**src/rtl/insn_fetch_ctrl.sv**
```systemverilog
// Instruction fetch sequencer: one single-beat AXI4 read at a time toward instruction
// memory, with IF/ID stall generation, stall-time buffering and redirect discard.
module insn_fetch_ctrl #(
    parameter logic [31:0] RESET_PC = 32'h0000_0000,
    parameter logic [31:0] NOP_INSN = 32'h0000_0013
) (
    input  logic        clk_i,
    input  logic        rst_i,
    input  logic        pipe_stall_i,
    input  logic        redirect_valid_i,
    input  logic [31:0] redirect_pc_i,
    output logic [31:0] araddr_o,
    output logic        arvalid_o,
    input  logic        arready_i,
    output logic [7:0]  arlen_o,
    output logic [2:0]  arsize_o,
    output logic [1:0]  arburst_o,
    input  logic [31:0] rdata_i,
    input  logic [1:0]  rresp_i,
    input  logic        rlast_i,
    input  logic        rvalid_i,
    output logic        rready_o,
    output logic [31:0] insn_o,
    output logic [31:0] fetch_pc_o,
    output logic        stall_im_o,
    output logic        fetch_err_o
);

    typedef enum logic [1:0] {
        ADDR = 2'd0,
        DATA = 2'd1,
        HOLD = 2'd2
    } state_t;

    state_t      state_reg, state_next;
    logic [31:0] pc_reg, pc_next;
    logic [31:0] hold_insn_reg, hold_insn_next;
    logic [31:0] pend_pc_reg, pend_pc_next;
    logic        discard_reg, discard_next;

    logic        r_beat;
    logic        resp_err;
    logic [31:0] rx_insn;

    assign r_beat    = rvalid_i && rlast_i;
    assign resp_err  = (rresp_i != 2'b00);
    assign rx_insn   = resp_err ? NOP_INSN : rdata_i;

    assign araddr_o  = pc_reg;
    assign arlen_o   = 8'd0;
    assign arsize_o  = 3'b010;
    assign arburst_o = 2'b01;

    always_ff @(posedge clk_i or posedge rst_i) begin
        if (rst_i) begin
            state_reg     <= ADDR;
            pc_reg        <= RESET_PC;
            hold_insn_reg <= NOP_INSN;
            pend_pc_reg   <= RESET_PC;
            discard_reg   <= 1'b0;
        end else begin
            state_reg     <= state_next;
            pc_reg        <= pc_next;
            hold_insn_reg <= hold_insn_next;
            pend_pc_reg   <= pend_pc_next;
            discard_reg   <= discard_next;
        end
    end

    always_comb begin
        state_next     = state_reg;
        pc_next        = pc_reg;
        hold_insn_next = hold_insn_reg;
        pend_pc_next   = pend_pc_reg;
        discard_next   = discard_reg;
        arvalid_o      = 1'b0;
        rready_o       = 1'b0;
        stall_im_o     = 1'b1;
        insn_o         = hold_insn_reg;
        fetch_pc_o     = pc_reg;
        fetch_err_o    = 1'b0;

        case (state_reg)
            ADDR: begin
                arvalid_o = 1'b1;
                // The AR already on the bus cannot be withdrawn, so its data is marked stale.
                if (redirect_valid_i) begin
                    pend_pc_next = redirect_pc_i;
                    discard_next = 1'b1;
                end
                if (arready_i) begin
                    state_next = DATA;
                end
            end
            DATA: begin
                rready_o = 1'b1;
                if (r_beat) begin
                    if (redirect_valid_i) begin
                        pc_next      = redirect_pc_i;
                        discard_next = 1'b0;
                        state_next   = ADDR;
                    end else if (discard_reg) begin
                        pc_next      = pend_pc_reg;
                        discard_next = 1'b0;
                        state_next   = ADDR;
                    end else begin
                        stall_im_o  = 1'b0;
                        insn_o      = rx_insn;
                        fetch_err_o = resp_err;
                        if (pipe_stall_i) begin
                            hold_insn_next = rx_insn;
                            state_next     = HOLD;
                        end else begin
                            pc_next    = pc_reg + 32'd4;
                            state_next = ADDR;
                        end
                    end
                end else if (redirect_valid_i) begin
                    pend_pc_next = redirect_pc_i;
                    discard_next = 1'b1;
                end
            end
            HOLD: begin
                if (redirect_valid_i) begin
                    pc_next    = redirect_pc_i;
                    state_next = ADDR;
                end else begin
                    stall_im_o = 1'b0;
                    if (!pipe_stall_i) begin
                        pc_next    = pc_reg + 32'd4;
                        state_next = ADDR;
                    end
                end
            end
            default: begin
                state_next = ADDR;
            end
        endcase

        // Outputs are forced quiet for as long as reset is held, independent of state.
        if (rst_i) begin
            arvalid_o   = 1'b0;
            rready_o    = 1'b0;
            stall_im_o  = 1'b1;
            insn_o      = NOP_INSN;
            fetch_pc_o  = RESET_PC;
            fetch_err_o = 1'b0;
        end
    end

endmodule
```
**config.mk**
```make
export PLATFORM = sky130hd
export DESIGN_NAME = insn_fetch_ctrl
export DESIGN_NICKNAME = d
export VERILOG_FILES = /design/src/rtl/insn_fetch_ctrl.sv
export SDC_FILE = /design/constraint.sdc
export NUM_CORES = 1
export LEC_CHECK = 0
export CORE_MARGIN = 2
export CORE_UTILIZATION = 50
export DETAILED_ROUTE_END_ITERATION = 7
export PLACE_DENSITY = 0.84
export SYNTH_ARGS = -nofsm -noshare
export SYNTH_HDL_FRONTEND = slang
export SYNTH_SLANG_ARGS = --single-unit
```
**constraint.sdc**
```tcl
create_clock -name clk_i -period 10.4 [get_ports clk_i]
set_input_delay 2.08 -clock clk_i [delete_from_list [all_inputs] [get_ports clk_i]]
set_output_delay 2.08 -clock clk_i [all_outputs]
set_load 0.01 [all_outputs]
```
==> results of run 1 <==
[kinds of logic after synthesis]
kind of cell	after synthesis	synth area share, %
AO/OA/AOI/OAI	173	18.1
XOR/XNOR	1	0.141
multiplexers	40	7.11
adder cells (fa/ha/maj)	4	0.804
AND/OR/NAND/NOR	336	28.0
flip-flops	99	39.8
buffers and inverters	83	5.87
other	2	0.121
[Yosys cell counts, drive strengths merged, types with 5 or more instances]
library cell / n / area [sq um]
a21oi: 36 / 180
nor3b: 8 / 60.1
mux2: 34 / 383
and4: 5 / 43.8
or4: 6 / 45.0
nand2: 123 / 462
and3: 6 / 37.5
o2bb2ai: 6 / 52.6
clkbuf: 55 / 208
nor2: 20 / 75.1
nor2b: 36 / 225
and2: 25 / 156
a31o: 18 / 158
nor3: 14 / 70.1
nand3: 44 / 220
o211ai: 19 / 143
inv: 9 / 33.8
a31oi: 5 / 31.3
or3: 10 / 62.6
nand4: 18 / 119
buf: 19 / 124
o21ai: 56 / 280
nand4b: 6 / 67.6
dfrtp: 96 / 2400
nor4: 7 / 43.8
mux2i: 6 / 60.1
[path summary, 6_finish.rpt]
path | cells past startpoint | end | start
min reg2reg | 2 | hold_insn_reg[2]$_DFFE_PP0P_ | hold_insn_reg[2]$_DFFE_PP0P_
min | 2 | hold_insn_reg[2]$_DFFE_PP0P_ | hold_insn_reg[2]$_DFFE_PP0P_
max in group asynchronous | 4 | araddr_o[31]$_DFFE_PP0P_ | rst_i
max reg2reg | 6 | araddr_o[19]$_DFFE_PP0P_ | state_reg[1]$_DFFE_PP0P_
max | 7 | insn_o[11] | redirect_valid_i
min in group asynchronous | 3 | araddr_o[22]$_DFFE_PP0P_ | rst_i
[final cells by class]
class | count | area (sq um) | share of cell area [%]
clock buffer | 14 | 264 | 3.21
multi-input combinational | 567 | 3440 | 41.8
tap | 168 | 210 | 2.55
inverter | 9 | 36.3 | 0.441
sequential | 99 | 2480 | 30.1
clock inverter | 2 | 10.0 | 0.122
timing repair buffer | 182 | 1790 | 21.7
[layer usage]
layer | vias up | GRT usage (%)
met4 | 0 | 12.4
met3 | 38 | 4.13
met1 | 3042 | 36.0
met5 | - | 0
met2 | 286 | 45.5
li1 | 2904 | -
[power groups by stage]
stage                     Clock [mW]  Combinational (mW)  Sequential (mW)
after floorplan                    0               0.474            0.686
after global placement             0               0.808            0.704
after detailed placement           0               0.834            0.715
after CTS                      0.319               0.840            0.710
after global routing           0.336               0.907            0.738
final                          0.316               0.842            0.716
[placed cells by master, fill, tap and decap left out, types with 4 or more instances in the layout]
master           synthesis  layout
clkdlybuf4s50_1          0     170
nand2_1                123     123
dfrtp_1                 96      96
o21ai_0                 56      56
nand3_1                 44      44
a21oi_1                 36      36
nor2b_1                 36      34
mux2_2                  34      34
and2_1                  25      25
o211ai_1                19      19
a31o_2                  18      18
nand4_1                 17      17
nor2_1                  20      17
nor3_1                  14      14
conb_1                   2      13
or3_1                   10      10
buf_4                   13      10
clkbuf_16                0       9
nor3b_1                  8       8
inv_1                    8       7
nor4_1                   7       7
and3_1                   6       6
mux2i_1                  6       6
o2bb2ai_1                6       6
or4_1                    6       6
nand4b_1                 5       5
a31oi_1                  5       5
and4_1                   5       5
o31ai_1                  4       4
nand3b_1                 4       4
o311ai_0                 4       4
a221oi_1                 4       4
ha_1                     4       4
[critical path, cell delays in order]
cell	delay (ps)
buf_2	90
buf_4	300
nor3b_1	430
nor2b_2	990
nand3_1	160
a21oi_1	210
clkdlybuf4s50_1	590
[stage by stage]
step	util (%)	hold WS [ps]
2_1_floorplan	-	450
3_3_place_gp	66.0	464
3_5_place_dp	66.0	474
4_1_cts	68.3	489
5_1_grt	68.3	504
6_report	68.3	485
==> summary.md, run 1 <==
| Metric | Value |
|---|---|
| Die Wd | `around 120 um` |
| Global route total overflow | `0` |
| Skew-Pair Late Insertion Delay | `around 350 ps` |
| Setup TNS | `0 ps` |
| Final wirelength | `18400 um` |
| Unique cell type count in the Yosys netlist | `between 50 and 60` |
| Dominant synthesized flop cell | `dfrtp_1` |
| Startpoint types | `input pin` |
| Crit path DAT | `slightly below 5000 ps` |
| P_int | `~1.2 mW` |
| RSZ-0062 raised after global routing | `no` |
| Area Overhead vs Synth | `32.2%` |
| Pleak | `between 3 and 4 nW` |
| Tot Pwr | `between 1.5 and 2 mW` |
| Diodes inserted | `0` |
| CTS buffer count | `9` |
| H-tree depth | `3` |
| P_sw | `approximately 0.71 mW` |
| Max_cap viols | `0` |
| Place WS | `3500 ps` |
| Met3 wire length | `1170 um` |
| DRC violations left | `0` |
| Nets | `roughly 950` |
| Iteration-0 DRC Markers | `~540` |
| Die height | `116 um` |
| Area after DPL | `roughly 8000 sq um` |
| CP required | `around 8300 ps` |
| CTS Hold Bufs | `0` |
| EDFF count, synth | `0` |
| Slew @ Worst Pin | `1360 ps` |
| Combinational fraction of design power | `roughly 45%` |
| Clock Skew | `around 8.4 ps` |
| First-pass GRT wire length | `about 30000 um` |
| Vias in the first global route | `roughly 6000` |
| Gate Count Post-Synth | `roughly 740` |
| CP max FO | `60` |
| Synth Register Bits | `approximately 100` |
| Clk pwr share | `16.9%` |
| Seq/Total Area, Yosys | `39.8%` |
| Fraction of registers with async set/reset | `100%` |
| Cell Area, Synth | `6230 sq um` |
| Post-DP HPWL | `~12000 um` |
| Clock buffer depth | `2` |
| Min Tclk post-route | `6970 ps` |
| Layout cells sized above 1 | `a little over a tenth` |
| Met1 wire length | `between 7000 and 8000 um` |
| Initial antenna violation count | `0` |
| Post-route ant nets | `0` |
| I/O Buffers | `172` |
| Worst VDD drop | `around 0.16 mV` |
| Flop pwr share | `38.2%` |
| Highest routed layer | `met4` |
| Period utilization | `between 60% and 70%` |
| Row count | `40` |
| Worst setup path class | `input pin to output port` |
| Clock transition at the registers of the reported paths | `60 ps` |
| Die ar. | `between 10000 and 15000 sq um` |
| Setup violations, final | `0` |
| Yosys warns | `0` |
| Num ports | `186` |
| Critical Path End Type | `output port` |
| Status | `completed` |
| PD cells | `~230 nW/um^2` |
| DR WL met2 | `9160 um` |
| Worst Setup Slack, final | `3430 ps` |
| Tot GR Track Use | `about 28%` |
| Vias | `approximately 6300` |
| Fillers | `939` |
| CTS tree | `done` |
| Fmax achieved | `0.143 GHz` |
| Root Buffer | `clkbuf_16` |
| Flop2flop setup slack | `7620 ps` |
| Initial Util | `about half` |
| Hold WC Path Type | `flop to flop` |
| Core area | `roughly 12000 sq um` |
| Design Area, Final | `8230 sq um` |
| Sw Ratio | `a little under two fifths` |
| Syn Area/Cell | `around 8.4 sq um` |
| First-pass DRT Iterations | `5` |
| Routed vias/inst | `between 6 and 7` |
| RePlAce Congestion | `0.835` |
| Post-CTS Resized | `0` |
| Post-CTS setup buffer count | `0` |
| Hold Vio Cnt, Final | `0` |
| Sinks on Clock Net | `99` |
| Non-Filler Instances | `between 1000 and 1500` |
| WL per Instance | `between 15 and 20 um` |
| Max-slew headroom | `9.11%` |
| Max Slew Vio Count | `0` |
| Largest net degree at the start of global routing | `66` |
| Placed Cells | `~1000` |
No activity file was read; power rests on OpenSTA's default activity.
==> run 2: changes to the inputs <==
--- a/config.mk
+++ b/config.mk
@@ -6,9 +6,9 @@
 export NUM_CORES = 1
 export LEC_CHECK = 0
 export CORE_MARGIN = 2
-export CORE_UTILIZATION = 50
+export CORE_UTILIZATION = 43
 export DETAILED_ROUTE_END_ITERATION = 7
-export PLACE_DENSITY = 0.84
+export PLACE_DENSITY = 0.77
 export SYNTH_ARGS = -nofsm -noshare
 export SYNTH_HDL_FRONTEND = slang
 export SYNTH_SLANG_ARGS = --single-unit
==> constraint.sdc (replaced) <==
create_clock -name clk_i -period 6.37 [get_ports clk_i]
set_input_delay 1.274 -clock clk_i [delete_from_list [all_inputs] [get_ports clk_i]]
set_output_delay 1.274 -clock clk_i [all_outputs]
set_load 0.01 [all_outputs]
==> run 2 against run 1 <==
Effect of this change: register-to-register slack worse by 3900 ps; sequential cell count unchanged; final area up 0.85%; global-route usage down 4.2 points; via count down 2.3%; power up 65%; largest cell class unchanged.
==> summary.md, run 2 (synthesized netlist as in run 1, its figures left out) <==
| Metric | Value |
|---|---|
| Status | `completed` |
| Clk pwr share | `18.6% (+1.7 points)` |
| Die height | `124 um (+7.6%)` |
| Non-Filler Instances | `1055 (+1.3%)` |
| Post-route ant nets | `0 (unchanged)` |
| Hold Vio Cnt, Final | `0 (unchanged)` |
| Fillers | `1272 (+35%)` |
| Critical Path End Type | `output port` |
| Final Util | `59.4% (-8.9 points)` |
| Tot GR Track Use | `23.4% (-4.2 points)` |
| H-tree depth | `3 (unchanged)` |
| Num ports | `186 (unchanged)` |
| Row count | `43 (+7.5%)` |
| Period utilization | `between 70% and 80%` |
| WL per Instance | `17.3 um (-2.2%)` |
| Clock Skew | `9.43 ps (+1.00 ps)` |
| Vias in the first global route | `5944 (-0.75%)` |
| Max-slew headroom | `26.5% (+17 points)` |
| Largest net degree at the start of global routing | `65 (-1.5%)` |
| Area Overhead vs Synth | `33.3%` |
| Max_cap viols | `0 (unchanged)` |
| Setup violations, final | `0 (unchanged)` |
| Sinks on Clock Net | `99 (unchanged)` |
| Skew-Pair Late Insertion Delay | `350 ps (about the same)` |
| CP max FO | `54 (-10%)` |
| Worst Setup Slack, final | `1500 ps (-1930 ps)` |
| Post-CTS setup buffer count | `0 (unchanged)` |
| Most frequent cells in the layout | `clkdlybuf4s50_1 (170), nand2_1 (123), dfrtp_1 (96)` |
| RePlAce Congestion | `0.845 (+1.3%)` |
| Die ar. | `15500 sq um (+16%)` |
| Nets | `947 (+0.21%)` |
| Final wirelength | `18200 um (-0.84%)` |
| Hold WC Path Type | `flop to flop` |
| Post-DP HPWL | `12500 um (+1.4%)` |
| Slew @ Worst Pin | `1100 ps (-262 ps)` |
| Global route total overflow | `0 (unchanged)` |
| P_int | `1.94 mW (+67%)` |
| CP required | `5100 ps (-3220 ps)` |
| Startpoint types | `input pin` |
| Placed Cells | `1039 (+1.4%)` |
| P_sw | `1.16 mW (+63%)` |
| Crit path DAT | `3600 ps (-1290 ps)` |
| Post-CTS Resized | `0 (unchanged)` |
| Min Tclk post-route | `4870 ps` |
| CTS tree | `done` |
| Clock transition at the registers of the reported paths | `70 ps (about the same)` |
| Most common cell after layout, fill and taps aside | `clkdlybuf4s50_1` |
| RSZ-0062 raised after global routing | `no` |
| First-pass GRT wire length | `30000 um (+2.2%)` |
| Initial antenna violation count | `0 (unchanged)` |
| Place WS | `1520 ps (-1980 ps)` |
| Worst setup path class | `input pin to output port` |
| Root Buffer | `clkbuf_16` |
| Core area | `14000 sq um (+16%)` |
| Max Slew Vio Count | `0 (unchanged)` |
| Pleak | `3.11 nW (+0.58%)` |
| Clock buffer depth | `2 (unchanged)` |
| Flop pwr share | `37.7% (-0.5 points)` |
| Fmax achieved | `between 0.2 and 0.25 GHz` |
| CTS Hold Bufs | `0 (unchanged)` |
| Setup TNS | `0 ps (unchanged)` |
| First-pass DRT Iterations | `6 (+1)` |
| PD cells | `373 nW/um^2 (+64%)` |
| I/O Buffers | `172 (unchanged)` |
| Combinational fraction of design power | `43.7% (-1.2 points)` |
| Layout cells sized above 1 | `11.0% (+0.55 points)` |
| Sw Ratio | `37.5% (-0.51 points)` |
| Routed vias/inst | `5.81 (-3.6%)` |
| Iteration-0 DRC Markers | `435 (-19%)` |
| CTS buffer count | `9 (unchanged)` |
| Vias | `6125 (-2.3%)` |
| Die Wd | `124 um (+7.6%)` |
| Initial Util | `44.5% (-7.1 points)` |
| DRC violations left | `0 (unchanged)` |
| Diodes inserted | `0 (unchanged)` |
| Worst VDD drop | `0.203 mV (+27%)` |
## run 2: worst paths after layout
| check | endpoint | start | slack (ps) | cells past startpoint |
|---|---|---|---|---|
| worst min register to register | hold_insn_reg[7]$_DFFE_PP0P_ | hold_insn_reg[7]$_DFFE_PP0P_ | 480 | 2 |
| worst max register to register | pend_pc_reg[24]$_DFFE_PP0P_ | state_reg[1]$_DFFE_PP0P_ | 3720 | 6 |
| worst max-delay path | insn_o[25] | rresp_i[1] | 1500 | 5 |
| max in group asynchronous | araddr_o[30]$_DFFE_PP0P_ | rst_i | 4210 | 3 |
| min in group asynchronous | hold_insn_reg[10]$_DFFE_PP0P_ | rst_i | 1010 | 2 |
| worst min-delay path | hold_insn_reg[7]$_DFFE_PP0P_ | hold_insn_reg[7]$_DFFE_PP0P_ | 480 | 2 |
## run 2: layout make-up
class                      instances  area (sq um)  share of cell area, %
clock buffer                      11           253                   3.04
clock inverter                     5          61.3                  0.738
inverter                           9          36.3                  0.437
multi-input combinational        567          3440                   41.5
sequential                        99          2480                   29.9
tap                              180           225                   2.71
timing repair buffer             184          1800                   21.7
## run 2: layer usage
| metal | track usage [%] | part of all wire, % | up-vias |
|---|---|---|---|
| li1 | - | - | 2907 |
| met1 | 30.9 | 43 | 2983 |
| met2 | 38.8 | 49 | 202 |
| met3 | 3.31 | 5.3 | 33 |
| met4 | 8.99 | 2.7 | 0 |
| met5 | 0 | 0 | - |
## run 2: worst max-delay path: stages
cell and delay (ps):
clkdlybuf4s50_1 490, nor2_4 880, nand3_1 160, a21oi_1 190, clkdlybuf4s50_1 570
## run 2: power by group through the flow
| stage | registers [mW] | clock network [mW] | logic (mW) |
|---|---|---|---|
| 2_1_floorplan | 1.12 | 0 | 0.774 |
| 3_3_place_gp | 1.16 | 0 | 1.34 |
| 3_5_place_dp | 1.17 | 0 | 1.36 |
| 4_1_cts | 1.16 | 0.586 | 1.36 |
| 5_1_grt | 1.21 | 0.611 | 1.48 |
| 6_report | 1.17 | 0.578 | 1.35 |
## run 2: per-stage QoR
stage | power, mW | instance area (sq um) | hold slack, ps
3_5_place_dp | 2.53 | 7990 | 472
3_3_place_gp | 2.50 | 7990 | 463
5_1_grt | 3.30 | 8300 | 509
6_report | 3.10 | 8300 | 484
2_1_floorplan | 1.89 | 6270 | 450
4_1_cts | 3.11 | 8300 | 486
==> run 3: changes to the inputs <==
--- a/config.mk
+++ b/config.mk
@@ -6,9 +6,9 @@
 export NUM_CORES = 1
 export LEC_CHECK = 0
 export CORE_MARGIN = 2
-export CORE_UTILIZATION = 43
+export CORE_UTILIZATION = 48
 export DETAILED_ROUTE_END_ITERATION = 7
-export PLACE_DENSITY = 0.77
+export PLACE_DENSITY = 0.81
 export SYNTH_ARGS = -nofsm -noshare
 export SYNTH_HDL_FRONTEND = slang
 export SYNTH_SLANG_ARGS = --single-unit
==> constraint.sdc (replaced) <==
create_clock -name clk_i -period 4.9 [get_ports clk_i]
set_input_delay 0.98 -clock clk_i [delete_from_list [all_inputs] [get_ports clk_i]]
set_output_delay 0.98 -clock clk_i [all_outputs]
set_load 0.01 [all_outputs]
==> run 3 against run 2 <==
Effect of this change: setup slack worse by 570 ps; non-clock buffer count is 1 higher; sequential share of layout area hardly changed; critical path depth is 1 higher; via count is 1.8% higher; register-to-register slack worse by 1600 ps; clock power is 36% higher; final area is 0.14% higher; global-route usage is 3.2 points higher; sequential power is 30% higher; first-iteration DRC count is 32% higher; critical path type unchanged; critical endpoint is now insn_o[29].
==> summary.md, run 3 (synthesized netlist as in run 1, its figures left out) <==
| Metric | Value |
|---|---|
| Status | `completed` |
| Startpoint types | `input pin` |
| Post-CTS setup buffer count | `0 (unchanged)` |
| Nets | `948 (+0.11%)` |
| CTS Hold Bufs | `0 (unchanged)` |
| Fmax achieved | `0.252 GHz` |
| Clock buffer depth | `2 (unchanged)` |
| I/O Buffers | `172 (unchanged)` |
| Crit path from | `rresp_i[1]` |
| Diodes inserted | `0 (unchanged)` |
| Die ar. | `13900 sq um (-10%)` |
| Root Buffer | `clkbuf_16` |
| Area after DPL | `7990 sq um (about the same)` |
| RePlAce Congestion | `0.835 (-1.2%)` |
| Flop2flop setup slack | `2160 ps (-1560 ps)` |
| Critical Path End Type | `output port` |
| First-pass GRT wire length | `30400 um (+1.3%)` |
| Final wirelength | `18700 um (+2.5%)` |
| Max Slew Vio Count | `0 (unchanged)` |
| Core area | `12600 sq um (-9.8%)` |
| Max_cap viols | `0 (unchanged)` |
| Max-slew headroom | `25.0% (-1.5 points)` |
| Worst setup path class | `input pin to output port` |
| Setup violations, final | `0 (unchanged)` |
| Vias | `6236 (+1.8%)` |
| Initial antenna violation count | `0 (unchanged)` |
| H-tree depth | `3 (unchanged)` |
| Hold WC Path Type | `flop to flop` |
| Layout cells sized above 1 | `11.1% (+0.10 points)` |
| Bufs and invs on worst path | `3 (+1)` |
| WL per Instance | `17.8 um (+3.2%)` |
| CP required | `3920 ps (-1180 ps)` |
| DRC violations left | `0 (unchanged)` |
| Skew-Pair Late Insertion Delay | `350 ps (about the same)` |
| CTS buffer count | `9 (unchanged)` |
| First-pass DRT Iterations | `5 (-1)` |
| Most frequent cells in the layout | `clkdlybuf4s50_1 (170), nand2_1 (123), dfrtp_1 (96)` |
| Slowest cell on crit path | `clkdlybuf4s50_1` |
| Sinks on Clock Net | `99 (unchanged)` |
| CTS tree | `done` |
| Post-CTS Resized | `0 (unchanged)` |
| Die Wd | `118 um (-5.2%)` |
| Worst Setup EP | `insn_o[29]` |
| Worst Setup Slack, final | `934 ps (-567 ps)` |
| RSZ-0062 raised after global routing | `no` |
| Initial Util | `49.3% (+4.8 points)` |
| PD cells | `493 nW/um^2 (+32%)` |
| Most common cell after layout, fill and taps aside | `clkdlybuf4s50_1` |
| Crit path DAT | `2990 ps (-610 ps)` |
| Cell-by-cell trace of the critical path | `clkdlybuf4s50_1 > nor2_4 > buf_4 > nand3_1 > a21oi_1 > clkdlybuf4s50_1` |
| Clock transition at the registers of the reported paths | `70 ps (about the same)` |
| Most used cell, CP | `clkdlybuf4s50_1` |
| Min Tclk post-route | `about 4000 ps` |
| Global route total overflow | `0 (unchanged)` |
| Worst VDD drop | `0.259 mV (+28%)` |
| Crit-path max cell delay | `560 ps (-320 ps)` |
| Routed vias/inst | `5.95 (+2.5%)` |
| Reg2reg end | `araddr_o[13]$_DFFE_PP0P_` |
| Die height | `118 um (-5.2%)` |
| CP max FO | `59 (+9.3%)` |
| Iteration-0 DRC Markers | `574 (+32%)` |
| Pleak | `3.12 nW (+0.48%)` |
| Post-DP HPWL | `12800 um (+2.3%)` |
| Setup TNS | `0 ps (unchanged)` |
| Row count | `41 (-4.7%)` |
| Vias in the first global route | `6086 (+2.4%)` |
| Period utilization | `between 80% and 90%` |
| Clock Skew | `6.09 ps (-3.34 ps)` |
| Post-route ant nets | `0 (unchanged)` |
| Crit-path leading delay family | `buffers and inverters` |
| Final Util | `65.9% (+6.5 points)` |
| Place WS | `942 ps (-581 ps)` |
| Tot GR Track Use | `26.6% (+3.2 points)` |
| RR Startpoint | `state_reg[0]$_DFFE_PP0P_` |
| Largest net degree at the start of global routing | `69 (+6.2%)` |
| Design Area, Final | `8310 sq um (+0.14%)` |
| Slew @ Worst Pin | `1110 ps (+14.4 ps)` |
| Hold Vio Cnt, Final | `0 (unchanged)` |
| Crit. path cell count | `6 (+1)` |
| Num ports | `186 (unchanged)` |
| Area Overhead vs Synth | `33.5%` |
| Worst reg-to-reg path cell count | `7 (+1)` |
-- run 3: changes by cell type in the layout (fill, tap and decap cells not counted) --
cell,before,now
clkinv_2,0,1
clkinvlp_4,3,2
bufinv_16,1,2
o21ai_1,1,0
o21ai_0,55,56
buf_4,12,13
clkbuf_8,2,1
-- run 3: area by class of cell --
cell class,count,area [sq um]
Timing Repair Buffer,185,1810
Clock inverter,6,88.8
Tap cell,172,215
Fill cell,1024,4310
Clock buffer,10,239
Sequential cell,99,2480
Multi-Input combinational cell,567,3440
Inverter,9,36.3
-- run 3: worst min-delay path: stages, from the launching register on --
cell	delay, ps
dfrtp_1	340
nand2_1	40
o21ai_0	60
-- run 3: stage by stage --
step | total power [mW] | hold slack (ps) | instances
after global placement | 3.22 | 461 | 1032
after detailed placement | 3.30 | 474 | 1032
final | 4.10 | 485 | 1048
after CTS | 4.10 | 490 | 1048
after floorplan | 2.46 | 450 | 749
after global routing | 4.33 | 509 | 1048
-- run 3: layer usage --
layer	track usage, %	vias up	share of wire, %
li1	-	2909	-
met1	33.7	3031	41
met2	45.1	264	50
met3	4.31	32	6.2
met4	11.1	0	2.2
met5	0	-	0
-- run 3: worst min path at each step --
| stage | cells past startpoint | startpoint | slack, ps | end |
|---|---|---|---|---|
| after floorplan | 2 | hold_insn_reg[10]$_DFFE_PP0P_ | 450 | hold_insn_reg[10]$_DFFE_PP0P_ |
| after global placement | 2 | hold_insn_reg[8]$_DFFE_PP0P_ | 460 | hold_insn_reg[8]$_DFFE_PP0P_ |
| after detailed placement | 2 | hold_insn_reg[22]$_DFFE_PP0P_ | 470 | hold_insn_reg[22]$_DFFE_PP0P_ |
| after CTS | 2 | hold_insn_reg[2]$_DFFE_PP0P_ | 490 | hold_insn_reg[2]$_DFFE_PP0P_ |
| after global routing | 2 | hold_insn_reg[4]$_DFFE_PP1P_ | 510 | hold_insn_reg[4]$_DFFE_PP1P_ |
| final | 2 | hold_insn_reg[22]$_DFFE_PP0P_ | 490 | hold_insn_reg[22]$_DFFE_PP0P_ |
-- run 3: report_power, final --
group	total, mW	switching [mW]	internal (mW)
clock	0.785	0.323	0.461
sequential	1.52	0.379	1.14
combinational	1.79	0.840	0.954
